<file path="src/rtl/window_pkg.sv">
// Shared constants and FSM state type for the register-window spill/fill controller.
package window_pkg;

    localparam int          NUM_WIN    = 8;         // 4-register windows in the 32-entry file
    localparam int          WIN_REGS   = 4;         // registers per window
    localparam logic [15:0] SPILL_BASE = 16'hF000;  // lowest address of the spill stack

    // Window request / window-go encoding shared with control and the register file
    localparam logic [1:0] WIN_NONE    = 2'b00;
    localparam logic [1:0] WIN_RESTORE = 2'b01;
    localparam logic [1:0] WIN_SAVE    = 2'b10;

    typedef enum logic [1:0] {
        IDLE  = 2'd0,
        SPILL = 2'd1,
        FILL  = 2'd2,
        GO    = 2'd3
    } state_t;

endpackage

</file>
<file path="src/rtl/window_spill_fill_if.sv">
// Bundles the control, register-file and memory signals of the spill/fill controller.
interface window_spill_fill_if;

    logic [1:0]  win_req;
    logic [4:0]  index;
    logic [1:0]  win_go;
    logic        stall;
    logic [4:0]  rf_sel;
    logic [15:0] rf_rdata;
    logic [15:0] rf_wdata;
    logic        rf_load_L;
    logic        mem_req;
    logic        mem_we;
    logic [15:0] mem_addr;
    logic [15:0] mem_wdata;
    logic [15:0] mem_rdata;
    logic        mem_ack;
    logic [2:0]  depth;
    logic        underflow;

    // Controller side
    modport master (
        input  win_req, index, rf_rdata, mem_rdata, mem_ack,
        output win_go, stall, rf_sel, rf_wdata, rf_load_L,
               mem_req, mem_we, mem_addr, mem_wdata, depth, underflow
    );

    // Environment side: control unit, register file and memory
    modport slave (
        output win_req, index, rf_rdata, mem_rdata, mem_ack,
        input  win_go, stall, rf_sel, rf_wdata, rf_load_L,
               mem_req, mem_we, mem_addr, mem_wdata, depth, underflow
    );

endinterface

</file>
<file path="src/rtl/window_spill_fill_register.sv">
// Generic loadable register with asynchronous active-low reset to a parameterised value.
module register #(
    parameter int               WIDTH       = 16,
    parameter logic [WIDTH-1:0] RESET_VALUE = '0
) (
    input  logic             clock,
    input  logic             reset_L,
    input  logic             load,
    input  logic [WIDTH-1:0] d,
    output logic [WIDTH-1:0] q
);

    // Capture d when load is asserted
    always_ff @(posedge clock or negedge reset_L) begin
        if (!reset_L) begin
            q <= RESET_VALUE;
        end else if (load) begin
            q <= d;
        end
    end

endmodule

</file>
<file path="src/rtl/window_spill_fill.sv">
// Register-window controller: passes saves/restores through to the register file and
// spills the oldest window to / fills it back from a memory stack when the file is full/empty.
module window_spill_fill #(
    parameter int          NUM_WIN    = window_pkg::NUM_WIN,
    parameter logic [15:0] SPILL_BASE = window_pkg::SPILL_BASE
) (
    input  logic                clock,
    input  logic                reset_L,
    window_spill_fill_if.master bus
);
    import window_pkg::*;

    localparam logic [2:0] DEPTH_MAX = 3'(NUM_WIN - 1);
    localparam logic [1:0] K_LAST    = 2'(WIN_REGS - 1);

    state_t      state_reg, state_next;
    logic [2:0]  depth_reg, depth_next;
    logic [1:0]  k_reg, k_next;
    logic [4:0]  base_reg, base_next;      // physical register of word 0 of the window being moved
    logic [1:0]  dir_reg, dir_next;        // win_go value to emit in GO
    logic        underflow_reg, underflow_next;
    logic [15:0] sp;
    logic [15:0] sp_d;
    logic        sp_load;
    logic        save_req, restore_req;

    assign save_req    = (bus.win_req == WIN_SAVE);
    assign restore_req = (bus.win_req == WIN_RESTORE);

    register #(
        .WIDTH       (16),
        .RESET_VALUE (SPILL_BASE)
    ) u_sp (
        .clock   (clock),
        .reset_L (reset_L),
        .load    (sp_load),
        .d       (sp_d),
        .q       (sp)
    );

    // FSM state and bookkeeping registers
    always_ff @(posedge clock or negedge reset_L) begin
        if (!reset_L) begin
            state_reg     <= IDLE;
            depth_reg     <= 3'd1;
            k_reg         <= 2'd0;
            base_reg      <= 5'd0;
            dir_reg       <= WIN_NONE;
            underflow_reg <= 1'b0;
        end else begin
            state_reg     <= state_next;
            depth_reg     <= depth_next;
            k_reg         <= k_next;
            base_reg      <= base_next;
            dir_reg       <= dir_next;
            underflow_reg <= underflow_next;
        end
    end

    // Next-state logic: requests are only looked at in IDLE
    always_comb begin
        state_next     = state_reg;
        depth_next     = depth_reg;
        k_next         = k_reg;
        base_next      = base_reg;
        dir_next       = dir_reg;
        underflow_next = underflow_reg;
        sp_load        = 1'b0;
        sp_d           = sp;
        case (state_reg)
            IDLE: begin
                k_next = 2'd0;
                if (save_req) begin
                    dir_next = WIN_SAVE;
                    if (depth_reg < DEPTH_MAX) begin
                        state_next = GO;
                        depth_next = depth_reg + 3'd1;
                    end else begin
                        // Oldest resident window starts 4*(depth-1) below the current one
                        state_next = SPILL;
                        base_next  = bus.index - {depth_reg - 3'd1, 2'b00};
                    end
                end else if (restore_req) begin
                    dir_next = WIN_RESTORE;
                    if (depth_reg > 3'd1) begin
                        state_next = GO;
                        depth_next = depth_reg - 3'd1;
                    end else if (sp != SPILL_BASE) begin
                        state_next = FILL;
                        base_next  = bus.index - 5'(WIN_REGS);
                    end else begin
                        underflow_next = 1'b1;
                    end
                end
            end
            SPILL, FILL: begin
                if (bus.mem_ack) begin
                    k_next = k_reg + 2'd1;
                    if (k_reg == K_LAST) begin
                        // Spill frees one slot that the pending save reuses, so depth is unchanged
                        state_next = GO;
                        sp_load    = 1'b1;
                        sp_d       = (state_reg == SPILL) ? sp + 16'(WIN_REGS)
                                                          : sp - 16'(WIN_REGS);
                    end
                end
            end
            GO:      state_next = IDLE;
            default: state_next = IDLE;
        endcase
    end

    // Outputs decoded from state; memory signals only change when k advances on an ack
    always_comb begin
        bus.win_go    = WIN_NONE;
        bus.stall     = 1'b0;
        bus.mem_req   = 1'b0;
        bus.mem_we    = 1'b0;
        bus.mem_addr  = 16'd0;
        bus.mem_wdata = 16'd0;
        bus.rf_sel    = 5'd0;
        bus.rf_wdata  = 16'd0;
        bus.rf_load_L = 1'b1;
        case (state_reg)
            SPILL: begin
                bus.stall     = 1'b1;
                bus.mem_req   = 1'b1;
                bus.mem_we    = 1'b1;
                bus.mem_addr  = sp + 16'(k_reg);
                bus.rf_sel    = base_reg + 5'(k_reg);
                bus.mem_wdata = bus.rf_rdata;
            end
            FILL: begin
                bus.stall     = 1'b1;
                bus.mem_req   = 1'b1;
                bus.mem_addr  = sp - 16'(WIN_REGS) + 16'(k_reg);
                bus.rf_sel    = base_reg + 5'(k_reg);
                bus.rf_wdata  = bus.mem_rdata;
                bus.rf_load_L = ~bus.mem_ack;
            end
            GO:      bus.win_go = dir_reg;
            default: ;
        endcase
    end

    assign bus.depth     = depth_reg;
    assign bus.underflow = underflow_reg;

endmodule

</file>
<file path="src/flat_wrapper.sv">
// flat-port wrapper written by rule: the top's interface ports become plain ports
module window_spill_fill_flat import window_pkg::*;
#(
    parameter int          NUM_WIN    = window_pkg::NUM_WIN,
    parameter logic [15:0] SPILL_BASE = window_pkg::SPILL_BASE
)
  (clock, reset_L, bus_win_req, bus_index, bus_rf_rdata, bus_mem_rdata, bus_mem_ack, bus_win_go, bus_stall, bus_rf_sel, bus_rf_wdata, bus_rf_load_L, bus_mem_req, bus_mem_we, bus_mem_addr, bus_mem_wdata, bus_depth, bus_underflow);
  window_spill_fill_if bus_i ();
  input  logic clock;
  input  logic reset_L;
  input wire logic [$bits(bus_i.win_req)-1:0] bus_win_req;
  input wire logic [$bits(bus_i.index)-1:0] bus_index;
  input wire logic [$bits(bus_i.rf_rdata)-1:0] bus_rf_rdata;
  input wire logic [$bits(bus_i.mem_rdata)-1:0] bus_mem_rdata;
  input wire logic [$bits(bus_i.mem_ack)-1:0] bus_mem_ack;
  output wire logic [$bits(bus_i.win_go)-1:0] bus_win_go;
  output wire logic [$bits(bus_i.stall)-1:0] bus_stall;
  output wire logic [$bits(bus_i.rf_sel)-1:0] bus_rf_sel;
  output wire logic [$bits(bus_i.rf_wdata)-1:0] bus_rf_wdata;
  output wire logic [$bits(bus_i.rf_load_L)-1:0] bus_rf_load_L;
  output wire logic [$bits(bus_i.mem_req)-1:0] bus_mem_req;
  output wire logic [$bits(bus_i.mem_we)-1:0] bus_mem_we;
  output wire logic [$bits(bus_i.mem_addr)-1:0] bus_mem_addr;
  output wire logic [$bits(bus_i.mem_wdata)-1:0] bus_mem_wdata;
  output wire logic [$bits(bus_i.depth)-1:0] bus_depth;
  output wire logic [$bits(bus_i.underflow)-1:0] bus_underflow;
  assign bus_i.win_req = bus_win_req;
  assign bus_i.index = bus_index;
  assign bus_i.rf_rdata = bus_rf_rdata;
  assign bus_i.mem_rdata = bus_mem_rdata;
  assign bus_i.mem_ack = bus_mem_ack;
  assign bus_win_go = bus_i.win_go;
  assign bus_stall = bus_i.stall;
  assign bus_rf_sel = bus_i.rf_sel;
  assign bus_rf_wdata = bus_i.rf_wdata;
  assign bus_rf_load_L = bus_i.rf_load_L;
  assign bus_mem_req = bus_i.mem_req;
  assign bus_mem_we = bus_i.mem_we;
  assign bus_mem_addr = bus_i.mem_addr;
  assign bus_mem_wdata = bus_i.mem_wdata;
  assign bus_depth = bus_i.depth;
  assign bus_underflow = bus_i.underflow;
  window_spill_fill #(.NUM_WIN(NUM_WIN), .SPILL_BASE(SPILL_BASE)) u_core (.clock(clock), .reset_L(reset_L), .bus(bus_i));
endmodule
</file>
<file path="config.mk">
export PLATFORM = sky130hd
export DESIGN_NAME = window_spill_fill_flat
export DESIGN_NICKNAME = d
export VERILOG_FILES = /design/src/rtl/window_pkg.sv /design/src/rtl/window_spill_fill_if.sv /design/src/rtl/window_spill_fill_register.sv /design/src/rtl/window_spill_fill.sv /design/src/flat_wrapper.sv
export SDC_FILE = /design/constraint.sdc
export NUM_CORES = 1
export LEC_CHECK = 0
export CAP_MARGIN = 25
export CORE_MARGIN = 2
export CORE_UTILIZATION = 45
export CTS_CLUSTER_DIAMETER = 120
export DETAILED_ROUTE_END_ITERATION = 6
export GPL_ROUTABILITY_DRIVEN = 0
export PLACE_DENSITY = 0.79
export SETUP_SLACK_MARGIN = 0.05
export SLEW_MARGIN = 20
export SYNTH_ARGS = -nofsm -noshare
export SYNTH_HDL_FRONTEND = slang
export SYNTH_SLANG_ARGS = --single-unit
</file>
<file path="constraint.sdc">
create_clock -name clock -period 2.75 [get_ports clock]
set_input_delay 0.6875 -clock clock [delete_from_list [all_inputs] [get_ports clock]]
set_output_delay 0.6875 -clock clock [all_outputs]
set_load 0.03 [all_outputs]
</file>
==> flow_metrics.env, run 1 <==
export IMPL_synth_top_area_frac=0.226
export IMPL_antenna_left=0
export IMPL_syn_num_nets=373
export IMPL_cp_top_family="compound AO/OA/AOI/OAI gates"
export IMPL_dp_final_hpwl_um=5820
export IMPL_crit_arrival_ns=1.98
export IMPL_grtUsageTotal=0.241
export IMPL_grt_pass1_vias=2705
export IMPL_path_buf_inv=2
export IMPL_rsz0062_at_grt="yes"
export IMPL_critPathMaxFanout=6
export IMPL_synth_cell_types=53
export IMPL_clock_sinks=29
export IMPL_core_area_um2=5820
export IMPL_synthCells=313
export IMPL_cts_made_buffers=5
export IMPL_area_growth_pct=49.9
export IMPL_num_vias=2761
export IMPL_max_stage_delay_ns=0.38
export IMPL_via_per_inst=5.42
export IMPL_finalSetupViolCount=0
export IMPL_internal_power_uw=2370
export IMPL_synthTopCellsByCount="and2_1, dfrtp_1, nand2_1"
export IMPL_grt_pass1_wl_um=12300
export IMPL_cp_end_kind="primary output"
export IMPL_wl_um=7680
export IMPL_nets=494
export IMPL_synth_yosys_seq_area_share=0.275
export IMPL_largest_register_ffs=14
export IMPL_ys_top_cells_by_area="dfrtp_1, and2_1, ha_1"
export IMPL_yosys_area_top_type="dfrtp_1"
export IMPL_io_pins=105
export IMPL_p_comb_frac=0.761
export IMPL_p_seq_frac=0.163
export IMPL_max_slew_margin=0.737
export IMPL_total_power_uw=4790
export IMPL_portBuffers=104
export IMPL_hold_viol_final=0
export IMPL_antenna_found_initial=0
export IMPL_r2r_start="u_core.bus.depth[0]"
export IMPL_synth_edf_count=0
export IMPL_drv_cap=0
export IMPL_start_util=0.458
export IMPL_tritoncts="yes"
export IMPL_cts_buffer_depth=2
export IMPL_switchingPower_uw=2420
export IMPL_ys_flop_type="dfrtp_1"
export IMPL_die_area_um2=6550
export IMPL_num_rows=28
export IMPL_worst_slew_pin_slew_ns=0.394
export IMPL_avgSynthCellArea_um2=8.51
export IMPL_clockRootBuffer="clkbuf_8"
export IMPL_crit_start="u_core.state_reg[1]"
export IMPL_yosysMostFrequentCell="and2_1"
export IMPL_synth_async_sr_flop_share=1.00
export IMPL_max_vdd_ir_drop_v=0.000873
export IMPL_fin_cells=509
export IMPL_cpMaxStageDelayCell="dfrtp_1"
export IMPL_drt_iter0_drc=190
export IMPL_routedWlPerCell_um=15.1
export IMPL_clkLatencyLatePin_ns=0.29
export IMPL_p_clk_frac=0.076
export IMPL_p_per_area_nw_per_um2=1200
export IMPL_final_period_utilization=0.972
export IMPL_numPlacedInstances=493
export IMPL_cp_cell_sequence="inv_2 > ha_4 > and2_4 > nand4_1 > o31a_1 > a31oi_2 > buf_6"
export IMPL_path_class="flip-flop to primary output"
export IMPL_dr_pass1_iters=4
export IMPL_swShare=0.506
export IMPL_ys_ff_latch=29
export IMPL_required_ns=2.06
export IMPL_status="finished clean"
export IMPL_cp_start_kind="flip-flop"
export IMPL_drc_errors=0
export IMPL_fill_cells=487
export IMPL_grt_ovfl_total=0
export IMPL_syn_area_um2=2660
export IMPL_postCtsHoldBufs=0
export IMPL_die_x_um=80.9
export IMPL_htree_levels=2
export IMPL_die_h_um=80.9
export IMPL_leakagePower_uw=0.00187
export IMPL_hold_path_class="flip-flop to flip-flop"
export IMPL_drv_slew=0
export IMPL_post_route_min_period_ns=2.67
export IMPL_clk_pin_slew_ns=0.06
export IMPL_fmax_mhz=374
export IMPL_min_from="u_core.bus.underflow"
export IMPL_grt_max_degree=30
export IMPL_diodes=0
export IMPL_synth_warnings=0
export IMPL_layout_drive_gt1_share=0.240
export IMPL_finClkSkew_ns=0.00841
-- worst reg2reg max path, stage by stage (launching register included) --
cell and delay, ns:
dfstp_2 0.61, inv_1 0.10, ha_1 0.33, nor2b_1 0.07, fa_1 0.40, xor2_1 0.16, xnor2_1 0.14, mux2_4 0.27
-- per-layer routing --
layer | wire (um) | GRT usage | vias up
met5 | 0 | 0 | -
met4 | 170 | 0.0915 | 0
met3 | 484 | 0.0544 | 24
met2 | 4020 | 0.439 | 118
met1 | 3000 | 0.273 | 1303
li1 | - | - | 1316
-- final cells by class --
type	instances	area, um^2	area share
clock buffer	7	86.3	0.0216
inverter	20	75.1	0.0188
multi-input combinational	243	1820	0.456
sequential	29	736	0.184
tap	75	93.8	0.0235
timing repair buffer	135	1180	0.296
-- power groups by stage --
| stage | combinational (uW) | sequential (uW) | clock (uW) |
|---|---|---|---|
| after detailed placement | 3430 | 776 | 0 |
| after global placement | 3360 | 764 | 0 |
| final | 3640 | 781 | 364 |
| after floorplan | 2210 | 750 | 0 |
| after CTS | 3520 | 774 | 370 |
| after global routing | 3920 | 803 | 390 |
-- cells by family (layout without fill, tap and decap cells) --
| kind of cell | count (synthesis) | after routing | share of synthesized area |
|---|---|---|---|
| XOR/XNOR | 24 | 24 | 0.0789 |
| buffers and inverters | 41 | 162 | 0.0695 |
| flip-flops | 29 | 29 | 0.275 |
| AND/OR/NAND/NOR | 132 | 132 | 0.297 |
| multiplexers | 12 | 12 | 0.0531 |
| AO/OA/AOI/OAI | 57 | 57 | 0.137 |
| adder cells (fa/ha/maj) | 18 | 18 | 0.0902 |
-- worst paths after layout --
kind                       cells after the start  slack [ns]                   end
max reg2reg                                    7        0.56    u_core.base_reg[4]
max                                            7        0.08      bus_mem_addr[14]
min                                            1        0.46  u_core.bus.underflow
max in group asynchronous                      2        1.63   u_core.bus.depth[0]
min reg2reg                                    1        0.46  u_core.bus.underflow
min in group asynchronous                      2        0.79     u_core.u_sp.q[11]
-- per-stage QoR --
step	area, um^2	setup TNS [ns]	utilization	hold WS, ns	worst slack [ns]
3_5_place_dp	3780	0	0.650	0.452	0.0474
5_1_grt	3990	-0.0108	0.686	0.478	-0.0108
4_1_cts	3910	0	0.673	0.471	0.0414
2_1_floorplan	2680	0	-	0.392	0.0506
3_3_place_gp	3780	0	0.650	0.450	0.119
6_report	3990	0	0.686	0.465	0.0780
-- cell usage in the layout (no fill, tap or decap), types with 14 or more instances in the layout --
cell type / Yosys / layout
nand2_1: 22 / 21
and2_1: 44 / 43
buf_4: 1 / 62
inv_1: 20 / 17
a21oi_1: 14 / 14
clkdlybuf4s50_1: 0 / 51
xnor2_1: 14 / 14
dlygate4sd2_1: 0 / 18
dfrtp_1: 24 / 21
-- repair_timing --
item | 4_1_cts | 5_1_grt
gates resized for setup | 24 | 16
buffers inserted | 4 | 5
pin swaps | 1 | 4
endpoints found under the setup margin | 29 | 14
(Power assumes the default switching activity.)
==> run 2, diff against run 1 <==
--- a/config.mk
+++ b/config.mk
@@ -13,7 +13,7 @@
 export GPL_ROUTABILITY_DRIVEN = 0
 export PLACE_DENSITY = 0.79
 export SETUP_SLACK_MARGIN = 0.05
-export SLEW_MARGIN = 20
+export SLEW_MARGIN = 10
 export SYNTH_ARGS = -nofsm -noshare
 export SYNTH_HDL_FRONTEND = slang
 export SYNTH_SLANG_ARGS = --single-unit
==> results of run 2 <==
No change in the layout: final DEF, timing and power equal those of run 1.
